--- config.mk ---
export PLATFORM = sky130hd
export DESIGN_NAME = vga_sync_receiver
export DESIGN_NICKNAME = d
export VERILOG_FILES = /design/src/rtl/vga_timing_pkg.sv /design/src/rtl/vga_sync_edge.sv /design/src/rtl/vga_sync_receiver.sv
export SDC_FILE = /design/constraint.sdc
export NUM_CORES = 1
export LEC_CHECK = 0
export ABC_CLOCK_PERIOD_IN_PS = 3100
export CORE_MARGIN = 2
export CORE_UTILIZATION = 53
export DETAILED_ROUTE_END_ITERATION = 12
export PLACE_DENSITY = 0.79
export SKIP_LAST_GASP = 1
export SYNTH_ARGS = -nofsm -noshare
export SYNTH_HDL_FRONTEND = slang
export SYNTH_SLANG_ARGS = --single-unit
--- constraint.sdc ---
create_clock -name clk -period 3.1 [get_ports clk]
set_clock_uncertainty 0.05 [all_clocks]
set_input_delay 0.62 -clock clk [delete_from_list [all_inputs] [get_ports clk]]
set_output_delay 0.62 -clock clk [all_outputs]
set_load 0.03 [all_outputs]
--- src/rtl/vga_timing_pkg.sv ---
// Shared 640x480 VGA timing constants and the receiver lock-state encoding,
// imported by both the timing generator and the sync receiver.
package vga_timing_pkg;

  localparam int H_SYNC   = 96;
  localparam int H_BACK   = 48;
  localparam int H_ACTIVE = 640;
  localparam int H_TOTAL  = 800;
  localparam int V_SYNC   = 2;
  localparam int V_BACK   = 33;
  localparam int V_ACTIVE = 480;
  localparam int V_TOTAL  = 525;

  localparam int          CNT_W   = 11;
  localparam logic [10:0] CNT_MAX = 11'd2047;

  typedef enum logic [1:0] {
    SEARCH = 2'd0,
    CHECK  = 2'd1,
    LOCKED = 2'd2
  } lock_state_t;

endpackage

--- src/rtl/vga_sync_edge.sv ---
// Two-register sampler for an active-low sync input with falling-edge detect.
// Both stages reset high so no edge is reported straight out of reset.
module vga_sync_edge (
  input  logic clk,
  input  logic reset,
  input  logic sync_in,
  output logic fall
);

  logic s1_reg;
  logic s2_reg;

  always_ff @(posedge clk or negedge reset) begin
    if (!reset) begin
      s1_reg <= 1'b1;
      s2_reg <= 1'b1;
    end else begin
      s1_reg <= sync_in;
      s2_reg <= s1_reg;
    end
  end

  assign fall = s2_reg & ~s1_reg;

endmodule

--- src/rtl/vga_sync_receiver.sv ---
// VGA sync receiver: recovers active-pixel coordinates from h_sync/v_sync,
// checks line/frame lengths and reports lock and timing-error status.
module vga_sync_receiver #(
  parameter int H_SYNC   = vga_timing_pkg::H_SYNC,
  parameter int H_BACK   = vga_timing_pkg::H_BACK,
  parameter int H_ACTIVE = vga_timing_pkg::H_ACTIVE,
  parameter int H_TOTAL  = vga_timing_pkg::H_TOTAL,
  parameter int V_SYNC   = vga_timing_pkg::V_SYNC,
  parameter int V_BACK   = vga_timing_pkg::V_BACK,
  parameter int V_ACTIVE = vga_timing_pkg::V_ACTIVE,
  parameter int V_TOTAL  = vga_timing_pkg::V_TOTAL
) (
  input  logic        clk,
  input  logic        reset,
  input  logic        h_sync,
  input  logic        v_sync,
  input  logic [7:0]  red,
  input  logic [7:0]  green,
  input  logic [7:0]  blue,
  output logic [10:0] x,
  output logic [10:0] y,
  output logic        pixel_valid,
  output logic [7:0]  red_out,
  output logic [7:0]  green_out,
  output logic [7:0]  blue_out,
  output logic        frame_start,
  output logic        locked,
  output logic        timing_error,
  output logic [10:0] line_len
);

  import vga_timing_pkg::*;

  localparam logic [11:0] H_START = 12'(H_SYNC + H_BACK);
  localparam logic [11:0] H_END   = 12'(H_SYNC + H_BACK + H_ACTIVE);
  localparam logic [11:0] H_TOT   = 12'(H_TOTAL);
  localparam logic [11:0] V_START = 12'(V_SYNC + V_BACK);
  localparam logic [11:0] V_END   = 12'(V_SYNC + V_BACK + V_ACTIVE);
  localparam logic [11:0] V_TOT   = 12'(V_TOTAL);

  logic [1:0]  sync_vec;
  logic [1:0]  fall_vec;
  logic        hfall;
  logic        vfall;

  logic [23:0] rgb_s1_reg;
  logic [23:0] rgb_s2_reg;

  logic [10:0] h_cnt_reg;
  logic [10:0] v_cnt_reg;
  logic [10:0] len_reg;
  logic        v_pend_reg;
  logic        fs_s2_reg;
  logic        err_s2_reg;

  lock_state_t state_reg;
  lock_state_t state_next;
  logic        err_next;

  logic        fs_evt;
  logic [11:0] h_len;
  logic [11:0] v_len;
  logic        line_ok;
  logic        frame_ok;
  logic        saturated;
  logic        in_window;
  logic [10:0] x_next;
  logic [10:0] y_next;

  assign sync_vec = {v_sync, h_sync};

  generate
    for (genvar gi = 0; gi < 2; gi++) begin : g_edge
      vga_sync_edge u_edge (
        .clk     (clk),
        .reset   (reset),
        .sync_in (sync_vec[gi]),
        .fall    (fall_vec[gi])
      );
    end
  endgenerate

  assign hfall = fall_vec[0];
  assign vfall = fall_vec[1];

  // A v_sync fall coinciding with h_sync fall starts the frame on that same line.
  assign fs_evt    = hfall & (v_pend_reg | vfall);
  assign h_len     = {1'b0, h_cnt_reg} + 12'd1;
  assign v_len     = {1'b0, v_cnt_reg} + 12'd1;
  assign line_ok   = (h_len == H_TOT);
  assign frame_ok  = (v_len == V_TOT);
  assign saturated = (h_cnt_reg == CNT_MAX) | (v_cnt_reg == CNT_MAX);

  always_ff @(posedge clk or negedge reset) begin
    if (!reset) begin
      rgb_s1_reg <= '0;
      rgb_s2_reg <= '0;
    end else begin
      rgb_s1_reg <= {red, green, blue};
      rgb_s2_reg <= rgb_s1_reg;
    end
  end

  always_ff @(posedge clk or negedge reset) begin
    if (!reset) begin
      h_cnt_reg  <= '0;
      v_cnt_reg  <= '0;
      len_reg    <= '0;
      v_pend_reg <= 1'b0;
      fs_s2_reg  <= 1'b0;
      err_s2_reg <= 1'b0;
      state_reg  <= SEARCH;
    end else begin
      fs_s2_reg  <= fs_evt;
      err_s2_reg <= err_next;
      state_reg  <= state_next;
      if (hfall) begin
        h_cnt_reg <= '0;
        len_reg   <= h_len[10:0];
      end else if (h_cnt_reg != CNT_MAX) begin
        h_cnt_reg <= h_cnt_reg + 11'd1;
      end
      if (fs_evt) begin
        v_cnt_reg  <= '0;
        v_pend_reg <= 1'b0;
      end else begin
        if (hfall && (v_cnt_reg != CNT_MAX)) begin
          v_cnt_reg <= v_cnt_reg + 11'd1;
        end
        if (vfall) begin
          v_pend_reg <= 1'b1;
        end
      end
    end
  end

  always_comb begin
    state_next = state_reg;
    err_next   = 1'b0;
    case (state_reg)
      SEARCH: begin
        if (fs_evt) begin
          state_next = CHECK;
        end
      end
      CHECK: begin
        if (fs_evt) begin
          if (frame_ok && line_ok) begin
            state_next = LOCKED;
          end else begin
            state_next = SEARCH;
            err_next   = 1'b1;
          end
        end else if (hfall && !line_ok) begin
          state_next = SEARCH;
          err_next   = 1'b1;
        end
      end
      LOCKED: begin
        if ((hfall && !line_ok) || (fs_evt && !frame_ok) || saturated) begin
          state_next = SEARCH;
          err_next   = 1'b1;
        end
      end
      default: begin
        state_next = SEARCH;
      end
    endcase
  end

  // h_cnt/v_cnt here index the pixel currently held in rgb_s2_reg.
  assign in_window = ({1'b0, h_cnt_reg} >= H_START) && ({1'b0, h_cnt_reg} < H_END) &&
                     ({1'b0, v_cnt_reg} >= V_START) && ({1'b0, v_cnt_reg} < V_END);
  assign x_next    = in_window ? 11'({1'b0, h_cnt_reg} - H_START) : 11'd0;
  assign y_next    = in_window ? 11'({1'b0, v_cnt_reg} - V_START) : 11'd0;

  always_ff @(posedge clk or negedge reset) begin
    if (!reset) begin
      x            <= '0;
      y            <= '0;
      pixel_valid  <= 1'b0;
      red_out      <= '0;
      green_out    <= '0;
      blue_out     <= '0;
      frame_start  <= 1'b0;
      locked       <= 1'b0;
      timing_error <= 1'b0;
      line_len     <= '0;
    end else begin
      x            <= x_next;
      y            <= y_next;
      pixel_valid  <= (state_reg == LOCKED) && in_window;
      red_out      <= rgb_s2_reg[23:16];
      green_out    <= rgb_s2_reg[15:8];
      blue_out     <= rgb_s2_reg[7:0];
      frame_start  <= fs_s2_reg;
      locked       <= (state_reg == LOCKED);
      timing_error <= err_s2_reg;
      line_len     <= len_reg;
    end
  end

endmodule

==> impl_metrics.csv, run 1 <==
group,metric,value,unit
cts,numClockSinks,151,
route,drt-met1-wl,5250,um
cells_and_area,mostFrequentLayoutCell,"dfrtp_1",
worst_setup_path,cp-startpoint,"h_cnt_reg[1]$_DFFE_PN0P_",
synthesis,synthesis.area,5470,sq um
worst_setup_path,crit_chain,"ha_2, and4_1, mux2i_1, a21oi_1, or4_4, a221oi_2, mux2_1",
cts,path_clk_slew,70,ps
placement,placed_area,6430,sq um
synthesis,yosys.area.top_type,"dfrtp_1",
cts,cts_tree,"yes",
cells_and_area,antennaDiodeCount,0,
global_routing,antenna_found_initial,0,
placement,post-dp-hpwl,7590,um
power,power_density,664,nW/um^2
route,routed_wl,11900,um
global_routing,track_usage,23.4,%
sta,setup_violations,0,
floorplanning,ios,89,
worst_setup_path,max_stage_delay,580,ps
worst_setup_path,end_kind,"register",
cts,htreeDepth,4,
cells_and_area,final_area,7010,sq um
route,drc,0,
sta,max_freq,0.346,GHz
cts,root_buffer,"clkbuf_8",
synthesis,synth-edff-count,0,
route,top_layer,"met4",
worst_setup_path,critical_path.startpoint_type,"register",
synthesis,yosysSeqAreaShare,69.2,%
cts,post_cts.repair.setup_buffers,0,
synthesis,synth-async-reset-ratio,100,%
cts,clock_latency,520,ps
synthesis,syn_inst,438,
floorplanning,core,10200,sq um
global_routing,grt_start_max_net_pins,59,
cts,cts_buffers,17,
global_routing,overflow,0,
placement,gp_congestion,0.875,
sta,rsz0062_at_grt,"no",
synthesis,avgSynthCellArea,12.5,sq um
worst_setup_path,crit_path_top_delay_cell,"or4_4",
worst_hold_path,hp-start,"rgb_s2_reg[21]$_DFF_PN0_",
worst_setup_path,crit_fanout,7,
route,drtPass1Iterations,4,
worst_setup_path,worstReg2RegStart,"h_cnt_reg[1]$_DFFE_PN0P_",
cells_and_area,layout_common_cells,"dfrtp_1 (146), clkdlybuf4s50_1 (87), nor2_1 (43)",
synthesis,synthFlopType,"dfrtp_1",
cells_and_area,syn_to_final_growth,28.0,%
cells_and_area,fill_cells,675,
power,leakagePower,0.00313,uW
global_routing,grt_pass1_vias,3700,
worst_setup_path,critical_path_buf_inv_count,0,
sta,fin_setup_tns,0,ps
sta,hold_viol,0,
synthesis,synth_area_leaders,"dfrtp_1 (67%), xnor2_1 (3.2%), nor2_1 (2.9%)",
route,wl_met2,6020,um
route,antenna_left,0,
synthesis,synth_top_area_share,67.2,%
global_routing,grt_pass1_wl,19700,um
worst_setup_path,r2r_slack,210,ps
cts,cts_max_path_buffers,2,
synthesis,ys_seq_elements,151,
floorplanning,die_width,106,um
synthesis,synth_nets,476,
worst_setup_path,crit_type,"register to register",
power,irDropWorstVdd,0.320,mV
floorplanning,start_util,53.7,%
sta,maxSlewHeadroom,65.9,%
power,p_total,4650,uW
route,num_vias,3568,
route,dr_wl_met3,579,um
flow_run,cap_violations,0,
route,viasPerCell,5.29,
floorplanning,die_area,11200,sq um
worst_hold_path,hold_path.class,"register to register",
route,drt_iter0_drc,416,
sta,period_needed,2890,ps
sta,drv_slew,0,
worst_setup_path,worstPathArrival,3240,ps
floorplanning,die_h,106,um
worst_setup_path,cpLargestDelayFamily,"simple AND/OR/NAND/NOR gates",
cells_and_area,nets,564,
sta,worst_slew_pin_slew,507,ps
synthesis,yosys_warnings,0,
floorplanning,rows,37,
route,wire_per_inst,17.7,um
sta,fin_crit_sh,93.2,%
outcome,outcome,"complete, no violations",
placement,port_buffers,88,
worst_setup_path,required,3450,ps
synthesis,synth_cell_types,54,
cells_and_area,layout-drive-gt1-share,10.4,%
logic make-up (layout without fill, tap and decap cells):
logic type | count (synthesis) | in the layout | share of synthesized area (%)
xor+xnor | 22 | 22 | 3.52
simple gates | 134 | 134 | 11.9
compound gates | 70 | 70 | 8.10
mux | 5 | 5 | 0.960
fa+ha+maj | 10 | 10 | 2.29
buf+inv | 46 | 147 | 4.07
flops | 151 | 151 | 69.2
metal layers:
layer	vias up	track usage (%)
met5	-	0
met4	0	5.92
met3	10	5.50
met2	119	37.8
met1	1795	32.3
li1	1644	-
final cells by class:
type | instances | area [sq um] | area share, %
clock buffers | 18 | 418 | 5.97
clock inverters | 14 | 141 | 2.02
inverters | 17 | 63.8 | 0.911
multi-input cells | 241 | 1470 | 21.0
flip-flops and latches | 151 | 3780 | 54.0
well taps | 136 | 170 | 2.43
repair buffers | 98 | 960 | 13.7
what timing repair did:
item | CTS | global route
hold buffers | 1 | 0
endpoints found under the hold margin | 41 | 0
setup endpoints to repair | 0 | 2
resized for setup | 0 | 2
stage by stage:
step	instances	hold slack [ps]	setup slack, ps	utilization, %
3_5_place_dp	642	285	136	63.2
4_1_cts	675	301	118	68.7
5_1_grt	675	304	45.8	68.8
6_report	675	298	210	68.8
3_3_place_gp	642	281	297	63.2
2_1_floorplan	438	274	330	-
worst paths after layout:
path | endpoint | cells after the start
setup reg to reg | state_reg[0]$_DFFE_PN0P_ | 7
max in group asynchronous | h_cnt_reg[0]$_DFFE_PN0P_ | 3
hold reg to reg | red_out[5]$_DFF_PN0_ | 0
setup / recovery | state_reg[0]$_DFFE_PN0P_ | 7
min in group asynchronous | blue_out[0]$_DFF_PN0_ | 2
hold / removal | red_out[5]$_DFF_PN0_ | 0
where the power goes:
part	internal (uW)	leakage (uW)	switching, uW
sequential	2110	0.00190	104
combinational	218	0.000972	296
clock	1090	0.000260	842
worst register-to-register path: cells and delay by family (launching register included):
family	cells	cell delay, ps
and+or+nand+nor	2	900
muxes	2	590
adders and majority gates	1	310
AOI/OAI and AO/OA	2	430
DFF	1	500
Yosys cell counts (3+ instances only):
library cell / count
a21oi_1: 22
and2_1: 3
and3_1: 3
buf_6: 6
clkbuf_1: 21
dfrtp_1: 147
dfstp_2: 4
ha_1: 10
inv_1: 17
mux2i_1: 3
nand2_1: 33
nand2b_1: 4
nand3_1: 10
nand4_1: 8
nor2_1: 43
nor3_1: 13
o21ai_0: 6
o21ai_1: 19
o31ai_1: 3
or3_1: 3
xnor2_1: 20
Note: power is estimated with default switching activity, not from simulation.
==> inputs of run 2 (changes only) <==
--- a/config.mk
+++ b/config.mk
@@ -5,11 +5,11 @@
 export SDC_FILE = /design/constraint.sdc
 export NUM_CORES = 1
 export LEC_CHECK = 0
-export ABC_CLOCK_PERIOD_IN_PS = 3100
+export ABC_CLOCK_PERIOD_IN_PS = 3600
 export CORE_MARGIN = 2
-export CORE_UTILIZATION = 53
+export CORE_UTILIZATION = 57
 export DETAILED_ROUTE_END_ITERATION = 12
-export PLACE_DENSITY = 0.79
+export PLACE_DENSITY = 0.84
 export SKIP_LAST_GASP = 1
 export SYNTH_ARGS = -nofsm -noshare
 export SYNTH_HDL_FRONTEND = slang
==> constraint.sdc (replaced) <==
create_clock -name clk -period 3.6 [get_ports clk]
set_clock_uncertainty 0.05 [all_clocks]
set_input_delay 0.72 -clock clk [delete_from_list [all_inputs] [get_ports clk]]
set_output_delay 0.72 -clock clk [all_outputs]
set_load 0.03 [all_outputs]
==> run 2 against run 1 <==
Hold slack worse by 110 ps. First-iteration DRC count down 37%. Total power down 13%. Sequential cell count unchanged. Register-to-register slack better by 450 ps. Cell area down 0.21%. Clock power down 10%. Non-clock buffer count down 4. Routed wire length down 6.1%. Global-route usage up 0.14 points. Worst setup slack better by 450 ps. Critical path type unchanged. Largest cell class unchanged.
==> impl_metrics.csv, run 2 (synthesis results as in run 1) <==
group,metric,value,unit
worst_setup_path,cp-startpoint,"h_cnt_reg[0]$_DFFE_PN0P_",
global_routing,overflow,0,
sta,rsz0062_at_grt,"no",
cts,root_buffer,"clkbuf_8",
floorplanning,die_area,10400,sq um
cts,cts_tree,"yes",
sta,fin_setup_tns,0,ps
route,num_vias,3530,
cts,cts_max_path_buffers,2,
cts,numClockSinks,151,
cells_and_area,syn_to_final_growth,27.8,%
cells_and_area,antennaDiodeCount,0,
outcome,outcome,"complete, no violations",
floorplanning,rows,35,
floorplanning,start_util,58.9,%
route,viasPerCell,5.32,
global_routing,grt_pass1_wl,18200,um
sta,worst_slew_pin_slew,747,ps
route,drtPass1Iterations,5,
cells_and_area,nets,560,
power,leakagePower,0.00314,uW
power,irDropWorstVdd,0.282,mV
sta,fin_crit_sh,81.6,%
worst_hold_path,hold_path.class,"primary input to async pin",
placement,gp_congestion,0.865,
global_routing,grt_start_max_net_pins,85,
worst_setup_path,worstPathArrival,3280,ps
route,routed_wl,11200,um
sta,setup_violations,0,
sta,max_freq,0.341,GHz
sta,period_needed,2940,ps
cts,ctsHoldBuffers,0,
cells_and_area,multi_input_area,1470,sq um
cells_and_area,regArea,3780,sq um
floorplanning,die_h,102,um
sta,hold_viol,0,
global_routing,antenna_found_initial,0,
route,wire_per_inst,16.9,um
floorplanning,ios,89,
worst_setup_path,crit_fanout,9,
floorplanning,core,9280,sq um
cts,clock_latency,520,ps
cells_and_area,fill_cells,574,
flow_run,cap_violations,0,
cells_and_area,fin_cells,663,
cts,post_cts.repair.setup_buffers,0,
route,antenna_left,0,
cells_and_area,layout_common_cells,"dfrtp_1 (147), clkdlybuf4s50_1 (87), nor2_1 (43)",
cts,path_clk_slew,70,ps
worst_setup_path,crit_type,"register to register",
cells_and_area,layout-drive-gt1-share,9.55,%
cts,htreeDepth,4,
route,drc,0,
power,p_total,4070,uW
sta,maxSlewHeadroom,50.2,%
global_routing,track_usage,23.5,%
worst_setup_path,worstReg2RegStart,"h_cnt_reg[0]$_DFFE_PN0P_",
worst_setup_path,required,3950,ps
placement,post-dp-hpwl,6800,um
worst_setup_path,critical_path.startpoint_type,"register",
cells_and_area,mostFrequentLayoutCell,"dfrtp_1",
placement,dp.cells,632,
global_routing,grt_pass1_vias,3593,
sta,drv_slew,0,
cts,ctsResizeCount,0,
floorplanning,die_width,102,um
route,drt_iter0_drc,263,
placement,port_buffers,88,
worst_setup_path,end_kind,"register",
power,power_density,582,nW/um^2
cts,cts_buffers,17,
-- run 2: worst max-delay path, cell delays in order, from the launching register on --
cell,delay [ps]
dfrtp_1,550
ha_1,340
and4_1,330
nand3_1,140
o21a_4,230
or4_4,500
a221oi_2,300
mux2_1,360
-- run 2: layer usage --
metal,vias up,wire [um],GRT usage [%]
met3,12,765,7.52
met4,0,117,8.41
met1,1743,4610,30.7
li1,1641,-,-
met2,134,5720,37.4
met5,-,0,0
-- run 2: final cells by class --
| class | instances | area share, % |
|---|---|---|
| inverter | 17 | 0.913 |
| tap | 129 | 2.31 |
| clock buffer | 17 | 5.92 |
| clock inverter | 14 | 2.33 |
| multi-input combinational | 241 | 21.0 |
| timing repair buffer | 94 | 13.4 |
| sequential | 151 | 54.1 |
-- run 2: where the power goes --
group / total [uW] / internal, uW / switching, uW
Clock: 1730 / 1000 / 730
Sequential: 1900 / 1810 / 88.1
Combinational: 435 / 184 / 251
Total: 4070 / 3000 / 1070
-- run 2: final timing paths --
kind                                       endpoint  slack [ps]  cells after the start
min in group clk               red_out[6]$_DFF_PN0_         290                      0
max in group asynchronous  rgb_s2_reg[12]$_DFF_PN0_        2530                      2
setup reg to reg           state_reg[1]$_DFFE_PN0P_         660                      7
hold / removal                blue_out[4]$_DFF_PN0_         190                      1
hold reg to reg                red_out[6]$_DFF_PN0_         290                      0
setup / recovery           state_reg[1]$_DFFE_PN0P_         660                      7
-- run 2: stage by stage --
stage	util, %	hold slack [ps]	instance area (sq um)	worst slack (ps)
2_1_floorplan	-	281	5470	830
3_3_place_gp	69.1	282	6410	803
3_5_place_dp	69.1	285	6410	687
4_1_cts	75.3	217	6990	656
5_1_grt	75.3	211	6990	503
6_report	75.3	187	6990	663
